**src/rtl/game_over_overlay_pkg.sv**
```systemverilog
// Shared constants and types for the game-over text overlay stage.
package game_over_overlay_pkg;

  // Screen geometry of the VGA chain this stage sits in.
  localparam int HOR_PIX = 1024;
  localparam int VER_PIX = 768;

  // Font cell and on-screen scaling.
  localparam int CHAR_W = 8;
  localparam int CHAR_H = 16;
  localparam int SCALE  = 2;

  // Message geometry: 9 cells of 16x32 pixels form a 144x32 box.
  localparam int TEXT_LEN = 9;
  localparam int BOX_W    = TEXT_LEN * CHAR_W * SCALE;
  localparam int BOX_H    = CHAR_H * SCALE;

  // Datapath widths.
  localparam int COORD_W     = 11;
  localparam int RGB_W       = 12;
  localparam int FONT_ADDR_W = 11;
  localparam int FONT_DATA_W = 8;
  localparam int FRAME_CNT_W = 6;

  typedef logic [6:0] char_code_t;

  // "GAME OVER", character 0 in the least significant slot.
  localparam logic [TEXT_LEN-1:0][6:0] TEXT_CODES = {
    7'h52, 7'h45, 7'h56, 7'h4F, 7'h20, 7'h45, 7'h4D, 7'h41, 7'h47
  };

  // Timing bundle that travels alongside the pixel through the pipeline.
  typedef struct packed {
    logic [COORD_W-1:0] hcount;
    logic [COORD_W-1:0] vcount;
    logic               hsync;
    logic               hblnk;
    logic               vsync;
    logic               vblnk;
  } vga_timing_t;

endpackage

```
**src/rtl/game_over_overlay_font_rom.sv**
```systemverilog
// Glyph ROM for the characters of the game-over message.
// Address is {code[6:0], row[3:0]}; one registered read per clock; bit 7 is
// the leftmost pixel. Each 8x8 source bitmap row is repeated for two font
// rows to fill the 8x16 cell; codes without a glyph read as blank.
module game_over_font_rom
  import game_over_overlay_pkg::*;
(
  input  logic                   clk,
  input  logic                   rst,
  input  logic [FONT_ADDR_W-1:0] addr,
  output logic [FONT_DATA_W-1:0] data
);

  function automatic logic [FONT_DATA_W-1:0] glyph_row(input char_code_t code,
                                                       input logic [3:0] row);
    logic [63:0] bm;
    case (code)
      7'h47:   bm = 64'h3C66C0C0CE663E00; // G
      7'h41:   bm = 64'h3078CCCCFCCCCC00; // A
      7'h4D:   bm = 64'hC6EEFEFED6C6C600; // M
      7'h45:   bm = 64'hFE6268786862FE00; // E
      7'h4F:   bm = 64'h386CC6C6C66C3800; // O
      7'h56:   bm = 64'hCCCCCCCCCC783000; // V
      7'h52:   bm = 64'hFC66667C6C66E600; // R
      default: bm = 64'h0;                // space and everything else
    endcase
    // Bitmap row 0 lives in the top byte.
    return bm[{~row[3:1], 3'b111} -: 8];
  endfunction

  // Registered read keeps the ROM output aligned with the first pipeline stage.
  always_ff @(posedge clk or posedge rst) begin
    if (rst) data <= '0;
    else     data <= glyph_row(addr[10:4], addr[3:0]);
  end

endmodule

```
**src/rtl/game_over_overlay.sv**
```systemverilog
// Game-over text overlay: composites a blinking "GAME OVER" box onto the
// upstream VGA pixel stream with a fixed two-clock latency.
module game_over_overlay
  import game_over_overlay_pkg::*;
#(
  parameter int               TEXT_X    = 440,
  parameter int               TEXT_Y    = 368,
  parameter logic [RGB_W-1:0] TEXT_RGB  = 12'hF00,
  parameter int               BLINK_BIT = 5
) (
  input  logic               clk,
  input  logic               rst,
  input  logic [COORD_W-1:0] hcount_in,
  input  logic [COORD_W-1:0] vcount_in,
  input  logic               hsync_in,
  input  logic               hblnk_in,
  input  logic               vsync_in,
  input  logic               vblnk_in,
  input  logic [RGB_W-1:0]   rgb_in,
  input  logic               game_over,
  input  logic               restart,
  output logic [COORD_W-1:0] hcount_out,
  output logic [COORD_W-1:0] vcount_out,
  output logic               hsync_out,
  output logic               hblnk_out,
  output logic               vsync_out,
  output logic               vblnk_out,
  output logic [RGB_W-1:0]   rgb_out,
  output logic               overlay_active
);

  localparam logic [COORD_W-1:0] X_LO = COORD_W'(TEXT_X);
  localparam logic [COORD_W-1:0] X_HI = COORD_W'(TEXT_X + BOX_W);
  localparam logic [COORD_W-1:0] Y_LO = COORD_W'(TEXT_Y);
  localparam logic [COORD_W-1:0] Y_HI = COORD_W'(TEXT_Y + BOX_H);

  // Final colour choice: blanking forces black, a lit glyph pixel wins over
  // the background otherwise.
  function automatic logic [RGB_W-1:0] compose_pixel(input logic             blank,
                                                     input logic             show_text,
                                                     input logic [RGB_W-1:0] bg);
    if (blank)     return '0;
    if (show_text) return TEXT_RGB;
    return bg;
  endfunction

  // ---------------------------------------------------------------------
  // Control: sticky game-over flag, frame-aligned arming, blink counter
  // ---------------------------------------------------------------------
  logic                   over_q;
  logic                   vsync_prev;
  logic [FRAME_CNT_W-1:0] frame_cnt;
  logic                   vsync_rise;

  assign vsync_rise = vsync_in & ~vsync_prev;

  // Latch collisions until restart; arm/disarm the overlay only at frame start.
  always_ff @(posedge clk or posedge rst) begin
    if (rst) begin
      over_q         <= 1'b0;
      vsync_prev     <= 1'b0;
      overlay_active <= 1'b0;
      frame_cnt      <= '0;
    end else begin
      vsync_prev <= vsync_in;
      if (restart)        over_q <= 1'b0;
      else if (game_over) over_q <= 1'b1;
      if (vsync_rise) overlay_active <= over_q;
      if (!overlay_active) frame_cnt <= '0;
      else if (vsync_rise) frame_cnt <= frame_cnt + 1'b1;
    end
  end

  // ---------------------------------------------------------------------
  // Stage 1: box test and font addressing from the incoming position
  // ---------------------------------------------------------------------
  logic [COORD_W-1:0]     dx;
  logic [COORD_W-1:0]     dy;
  logic [COORD_W-1:0]     char_idx;
  logic                   in_box;
  logic [3:0]             font_row;
  logic [2:0]             font_col;
  char_code_t             char_code;
  logic [FONT_ADDR_W-1:0] rom_addr;
  vga_timing_t            timing_in;
  logic                   unused_bits;

  // Offsets wrap for pixels left of or above the box; in_box masks those.
  assign dx       = hcount_in - X_LO;
  assign dy       = vcount_in - Y_LO;
  assign in_box   = (hcount_in >= X_LO) && (hcount_in < X_HI) &&
                    (vcount_in >= Y_LO) && (vcount_in < Y_HI);
  assign char_idx = dx >> 4;
  assign font_row = dy[4:1];
  assign font_col = dx[3:1];
  assign rom_addr = {char_code, font_row};

  // The LSBs are consumed by the 2x scaling and the upper dy bits fall
  // outside the box height.
  assign unused_bits = &{1'b0, dx[0], dy[0], dy[10:5]};

  assign timing_in = '{hcount: hcount_in, vcount: vcount_in, hsync: hsync_in,
                       hblnk: hblnk_in, vsync: vsync_in, vblnk: vblnk_in};

  // Map the cell index onto the message text; out-of-range reads as a space.
  always_comb begin
    char_code = 7'h20;
    case (char_idx)
      11'd0:   char_code = TEXT_CODES[0];
      11'd1:   char_code = TEXT_CODES[1];
      11'd2:   char_code = TEXT_CODES[2];
      11'd3:   char_code = TEXT_CODES[3];
      11'd4:   char_code = TEXT_CODES[4];
      11'd5:   char_code = TEXT_CODES[5];
      11'd6:   char_code = TEXT_CODES[6];
      11'd7:   char_code = TEXT_CODES[7];
      11'd8:   char_code = TEXT_CODES[8];
      default: char_code = 7'h20;
    endcase
  end

  vga_timing_t      timing_p1;
  logic [RGB_W-1:0] rgb_p1;
  logic [2:0]       font_col_p1;
  logic             in_box_p1;

  // Carry timing, background colour and glyph column alongside the ROM read.
  always_ff @(posedge clk or posedge rst) begin
    if (rst) begin
      timing_p1   <= '0;
      rgb_p1      <= '0;
      font_col_p1 <= '0;
      in_box_p1   <= 1'b0;
    end else begin
      timing_p1   <= timing_in;
      rgb_p1      <= rgb_in;
      font_col_p1 <= font_col;
      in_box_p1   <= in_box;
    end
  end

  logic [FONT_DATA_W-1:0] rom_data_p1;

  game_over_font_rom u_font_rom (
    .clk  (clk),
    .rst  (rst),
    .addr (rom_addr),
    .data (rom_data_p1)
  );

  // ---------------------------------------------------------------------
  // Stage 2: glyph pixel select and compositing
  // ---------------------------------------------------------------------
  logic             glyph_px;
  logic             show_text;
  logic             blank_p1;
  logic [RGB_W-1:0] rgb_next;

  assign glyph_px  = rom_data_p1[3'd7 - font_col_p1];
  assign show_text = overlay_active & ~frame_cnt[BLINK_BIT] & in_box_p1 & glyph_px;
  assign blank_p1  = timing_p1.hblnk | timing_p1.vblnk;
  assign rgb_next  = compose_pixel(blank_p1, show_text, rgb_p1);

  vga_timing_t      timing_p2;
  logic [RGB_W-1:0] rgb_p2;

  // Output register: timing and composited colour leave together.
  always_ff @(posedge clk or posedge rst) begin
    if (rst) begin
      timing_p2 <= '0;
      rgb_p2    <= '0;
    end else begin
      timing_p2 <= timing_p1;
      rgb_p2    <= rgb_next;
    end
  end

  assign hcount_out = timing_p2.hcount;
  assign vcount_out = timing_p2.vcount;
  assign hsync_out  = timing_p2.hsync;
  assign hblnk_out  = timing_p2.hblnk;
  assign vsync_out  = timing_p2.vsync;
  assign vblnk_out  = timing_p2.vblnk;
  assign rgb_out    = rgb_p2;

endmodule

```
**config.mk**
```make
export PLATFORM = sky130hd
export DESIGN_NAME = game_over_overlay
export DESIGN_NICKNAME = d
export VERILOG_FILES = /design/src/rtl/game_over_overlay_pkg.sv /design/src/rtl/game_over_overlay_font_rom.sv /design/src/rtl/game_over_overlay.sv
export SDC_FILE = /design/constraint.sdc
export NUM_CORES = 1
export LEC_CHECK = 0
export CORE_UTILIZATION = 55
export DETAILED_ROUTE_END_ITERATION = 16
export HOLD_SLACK_MARGIN = 0.02
export PLACE_DENSITY_LB_ADDON = 0.1
export SETUP_SLACK_MARGIN = 0.02
export SYNTH_ARGS = -nofsm -noshare
export SYNTH_HDL_FRONTEND = slang
export SYNTH_SLANG_ARGS = --single-unit
export TNS_END_PERCENT = 10
```
**constraint.sdc**
```tcl
create_clock -name clk -period 7.6 [get_ports clk]
set_input_delay 1.14 -clock clk [delete_from_list [all_inputs] [get_ports clk]]
set_output_delay 1.14 -clock clk [all_outputs]
set_load 0.05 [all_outputs]
```
==> Word level (Yosys, flattened, before mapping) <==
Memories as Yosys holds them, arrays and structs flattened.
Index checks and enable logic that the tools add are counted.
Widths: inputs -> output; s select.
{ "classes": {"n_mux": 15, "n_reduce_logical": 5, "order_cmp": 5, "n_eq_ne": 8, "shifts": 1, "add_sub_neg": 4, "n_bitwise": 8} }
{ "op_table": {"columns": ["cell", "n"], "rows": [
  ["$pmux 64 s7", 1],
  ["$shiftx 71x7->8", 1],
  ["$eq 7x7->1 const B", 7],
  ["$mux 12", 4],
  ["$ge 11x9->1 const B", 2],
  ["$mux 6", 2],
  ["$lt 11x10->1 const B", 1],
  ["$lt 11x9->1 const B", 1],
  ["$sub 11x9->11 const B", 1],
  ["$logic_not 7->1", 1],
  ["$mux 7", 1],
  ["$add 6x1->6 const B", 1],
  ["$mux 1", 6],
  ["$sub 5x5->5 const B", 1],
  ["$and 1x1->1", 4],
  ["$lt 3x4->1 const B", 1],
  ["$bmux 1 s3", 1],
  ["$logic_and 1x1->1", 3],
  ["$not 3->3", 1],
  ["$sub 3x3->3 const A", 1],
  ["$ne 2x1->1 const B", 1],
  ["$not 1->1", 2],
  ["$reduce_bool 2->1", 1],
  ["$or 1x1->1", 1]
]} }
{ "totals": {"rom_bits": 112, "n_memories": 1, "register_bits": 96} }
{ "mem_list": {"columns": ["memory", "words", "word_bits", "read_ports", "rd_clocked_by_memory_dff", "write_ports", "line", "source"], "rows": [
  ["(no name shown)", 16, 7, 1, 0, 0, "game_over_overlay.sv:108", "case (char_idx)"]
]} }

==> Depth between registers and ports, before layout <==
{ "depth": {"word_depth": 8, "ltp_mapped": 13} }

==> By module <==
From an unflattened synthesis, not the netlist that was laid out.
{ "hier_totals": {"hier_cells": 342, "hier_area_um2": 3918.8} }
{ "by_module_without_submodules": {"columns": ["module", "n_inst", "area_each_um2", "cells_per_inst"], "rows": [
  ["game_over_overlay", 1, 2864.0, 192],
  ["game_over_font_rom", 1, 1054.8, 150]
]} }

==> Worst setup path before layout <==
Ideal clock, no wire load.
{ "synth_timing": {"path_kind": "input-to-reg", "from": "input port hcount_in[3]", "to": "register u_font_rom.data[1]", "path_buffers": 1, "path_slack_ps": 3894, "path_stages": 12, "t_arrival_ps": 3642, "required_time_ps": 7536, "setup_ps": 64, "path_cell_list": "ha_1 xnor2_1 inv_1 ha_1 clkbuf_1 or3b_2 mux2i_1 nand3_1 a21oi_1 o31ai_1 a221oi_1 a21o_1"} }
{ "synth_between": {"elab_chain_len": 6, "word_cells_on_any_way": 13, "cone_classes": "add/sub: 1; eq/ne: 7; shift: 1; mux: 2; reduce/logical: 1; memory: 1"} }
{ "synth_rtl": {"columns": ["element", "line", "source"], "rows": [
  ["start, declared", "game_over_overlay.sv:13", "input logic [COORD_W-1:0] hcount_in,"],
  ["$sub 11x9->11 (*)", "game_over_overlay.sv:89", "assign dx = hcount_in - X_LO;"],
  ["$mem_v2 16x7 or $logic_not 7->1 (tied branches)", null, null],
  ["$mux 7 (*)", "game_over_overlay.sv:108", null],
  ["$eq 7x7->1", "game_over_overlay_font_rom.sv:17", "case (code)"],
  ["$pmux 64 s7 (*)", "game_over_overlay_font_rom.sv:17", null],
  ["$shiftx 71x7->8 (*)", "game_over_overlay_font_rom.sv:28", "return bm[{~row[3:1], 3'b111} -: 8];"],
  ["end signal, assigned", "game_over_overlay_font_rom.sv:34", "else data <= glyph_row(addr[10:4], addr[3:0]);"],
  ["end, declared", "game_over_overlay_font_rom.sv:11", "output logic [FONT_DATA_W-1:0] data"]
]} }
Every way passes the cells marked *; elsewhere a longest branch is shown, timed or not.
A chain may end at the register's enable or synchronous reset.

==> Worst setup path after layout <==
Same ends and word-level chain as after synthesis.

==> summary.txt <==
Outcome
  • Status: finished, final reports clean

Setup path
  • Critical Setup Path Class: in -> reg
  • Critical Path End Type: flip-flop
  • Worst Path Max Fanout: 15
  • Levels on crit path: 12
  • Top delay family on crit path: compound AO/OA/AOI/OAI gates
  • Critical Path RT: roughly 7.9 ns
  • Crit path buffers/inverters: 3
  • Worst R2R Start: font_col_p1[2]
  • Crit path max-delay cell type: or3b_2
  • Cell count of the worst reg-to-reg path: 6
  • CP Cell Sequence: clkdlybuf4s50_1 -> inv_1 -> ha_1 -> inv_1 -> ha_1 -> or3b_2 -> mux2i_1 -> nand3_1 -> a21oi_1 -> o31ai_1 -> a221oi_1 -> a21o_1
  • CP Data Arrival Time: around 4.7 ns
  • Slowest stage delay, CP: 0.58 ns
  • Startpoint types: input pin
  • Worst Setup SP: hcount_in[3]

Routing
  • Residual DRC: 0
  • TritonRoute pass-1 iters: 4
  • DR iter-0 viols: 137
  • WL final: approximately 8400 µm
  • ANT nets after route: 0
  • Via count: around 2800
  • Routed len/inst: 16.4 µm
  • Vias per Instance: around 5.5

Timing
  • Setup TNS: 0 ns
  • Max Fclk: 229 MHz
  • Slew Viols, Final: 0
  • Worst-margin pin slew: 1.09 ns
  • Crit path time final: about 4.4 ns
  • RSZ-0062 raised after global routing: no
  • Final period utilization: 57.5%
  • Fin. Hold Viols: 0
  • Final setup fails: 0
  • Final Worst Setup Slack: 3.23 ns
  • Fin Clk Skew: 0.0109 ns
  • Slew margin rel.: 27.5%

Cells and area
  • Commonest non-fill, non-tap cell in the layout: dfrtp_1
  • Core Util, Final: about 73%
  • Most frequent cells in the layout: dfrtp_1, clkdlybuf4s50_1, nand2_1
  • Area growth, synth to finish: 26.7%
  • Nets@finish: 457
  • Filler cells: just under 500
  • Diodes inserted: 0
  • Final Instance Area: roughly 0.005 mm²
  • Layout cells sized above 1: 9.66%

Clock tree
  • Post-CTS setup buffer count: 0
  • Resize count post-CTS: 0
  • Clk_lat worst skew: 0.34 ns
  • CTS Buffer Depth: 2
  • CTS tree: done
  • H-tree depth: 3
  • Root buffer cell: clkbuf_8
  • Cts hold-fix bufs: 0
  • CTS buffer count: 9
  • Reg clk slew, reported paths: 0.09 ns
  • Clk sinks: 93

GRT
  • Pin count of the biggest net entering global routing: 94
  • Gr ovfl total: 0
  • First-pass GRT wire length: around 13000 µm
  • Vias in the first global route: 2660
  • Initial antenna violation count: 0
  • Global Route Usage Sum: 23.1%

Pwr
  • Sequential Power Share: 48.7%
  • Switching part of the total: 27.2%
  • Psw: 0.000294 W
  • Static leakage: roughly 2.2 nW
  • Clk pwr share: 33.4%
  • Combinational group share of total power: 18.0%
  • Pwr Total: 0.00108 W
  • Max IR drop VDD: approximately 0.11 mV
  • Cell Pwr Density: 212 mW/mm²
  • Pint: 0.000788 W

Logic synthesis
  • Average size of a mapped cell: 12.1 µm²
  • Yosys reg bits: slightly above 90
  • Mapped cell area: 0.00402 mm²
  • Top cells by area, synth: dfrtp_1, and2_1, nand2_1, ha_1, a21oi_1
  • Count of different cell masters after synthesis: 72
  • Post-synthesis sequential area ratio: approximately 58%
  • Top cell type's share of synthesized area: 57.8%
  • Post-synthesis net count: 380
  • Post-synth top flop: dfrtp_1
  • Asr flop ratio synth: 100%
  • Multiplexer share of the synthesized area: 2.67%
  • Largest family of logic cells by synthesized area: compound AO/OA/AOI/OAI gates
  • Mapped Cells: 332
  • Yosys warns: 0
  • Adder-cell area share of the yosys netlist: under 10%
  • Number of flops mapped to enable cells by yosys: 0
  • Simple-gate portion of the synthesized area: about 15%
  • Synth Area in Compound Gates: roughly 15%
  • Post-synthesis xor/xnor area fraction: between 3 and 4%
  • Area leader, netlist: dfrtp_1

Floorplanning
  • Die width: 87.5 µm
  • Num ports: between 80 and 90
  • Initial Utilization: 57.9%
  • Die Y-Extent: 87.5 µm
  • # rows: 30
  • Area of the core: between 0.006 and 0.007 mm²
  • Die area: 0.00766 mm²

Place
  • HPWL Detailed: 6050 µm
  • Number of port buffers: 80
  • Place WS: 3.00 ns
  • GPL Wtd Cong: 0.925
  • Placed cell area: 0.00487 mm²

Worst hold path
  • Hold Crit Class: reg -> reg
  • Hold_sp: timing_p1[8]
  • WHS Path Cells: 0

Job
  • Max-Cap Viols: 0
[synth_stat cells (4+ instances only)]
cell / count
dfrtp_1: 93
nand2_1: 24
and2_1: 15
nor2_1: 14
inv_1: 13
a21oi_1: 12
clkbuf_1: 10
nand3_1: 10
o21ai_0: 10
nand2b_1: 8
nor3_1: 8
o21a_1: 8
ha_1: 6
xor2_1: 6
nand4_1: 5
nor2b_1: 5
xnor2_1: 5
mux2i_1: 4
o211ai_1: 4
[power by group through the flow]
stage               Sequential (W)  Combinational (W)  Clock, W
global route              0.000529           0.000209  0.000393
floorplan                 0.000572          0.0000940         0
CTS                       0.000527           0.000195  0.000371
detailed placement        0.000537           0.000193         0
global placement          0.000536           0.000192         0
finish                    0.000527           0.000195  0.000361
[cell families (layout without fill, tap and decap cells)]
family | count (synthesis) | in the layout
muxes | 8 | 8
DFF | 93 | 93
buffers and inverters | 28 | 110
xor gates and xnor gates | 14 | 14
AOI/OAI and AO/OA | 76 | 76
and+or+nand+nor | 107 | 107
adders and majority gates | 6 | 6
[final timing paths]
kind | end | slack, ns
min in group asynchronous | hcount_out[10] | 1.48
max in group asynchronous | timing_p1[8] | 5.43
worst min-delay path | vcount_out[4] | 0.34
worst min register to register | vcount_out[4] | 0.34
worst max-delay path | u_font_rom.data[1] | 3.23
worst max register to register | rgb_out[2] | 5.54
[metal layers]
metal,vias to the layer above,GRT usage (%),share of wire (%)
li1,1335,-,-
met1,1352,28.8,42
met2,88,40.5,51
met3,8,4.34,5.0
met4,0,8.05,1.5
met5,-,0,0
[registers in the layout, indices dropped and copies added, names as in the netlist, 3 cells and up]
name and cells:
vcount_out 11, rgb_out 12, rgb_p1 12, font_col_p1 3, u_font_rom.data 7, hcount_out 11, frame_cnt 6, timing_p1 24
[area by class of cell]
| class | count | area (µm²) | area share, % |
|---|---|---|---|
| sequential | 93 | 2330 | 45.6 |
| multi-input combinational | 211 | 1560 | 30.7 |
| clock buffer | 10 | 138 | 2.70 |
| clock inverter | 6 | 92.6 | 1.82 |
| tap | 96 | 120 | 2.36 |
| inverter | 13 | 50.0 | 0.981 |
| timing repair buffer | 81 | 808 | 15.8 |
[through the flow]
step / std cells / hold WS, ns
floorplan: 332 / 0.331
global placement: 494 / 0.331
detailed placement: 494 / 0.335
CTS: 510 / 0.342
global route: 510 / 0.341
finish: 510 / 0.340
Power figures use the tool's default switching activity.
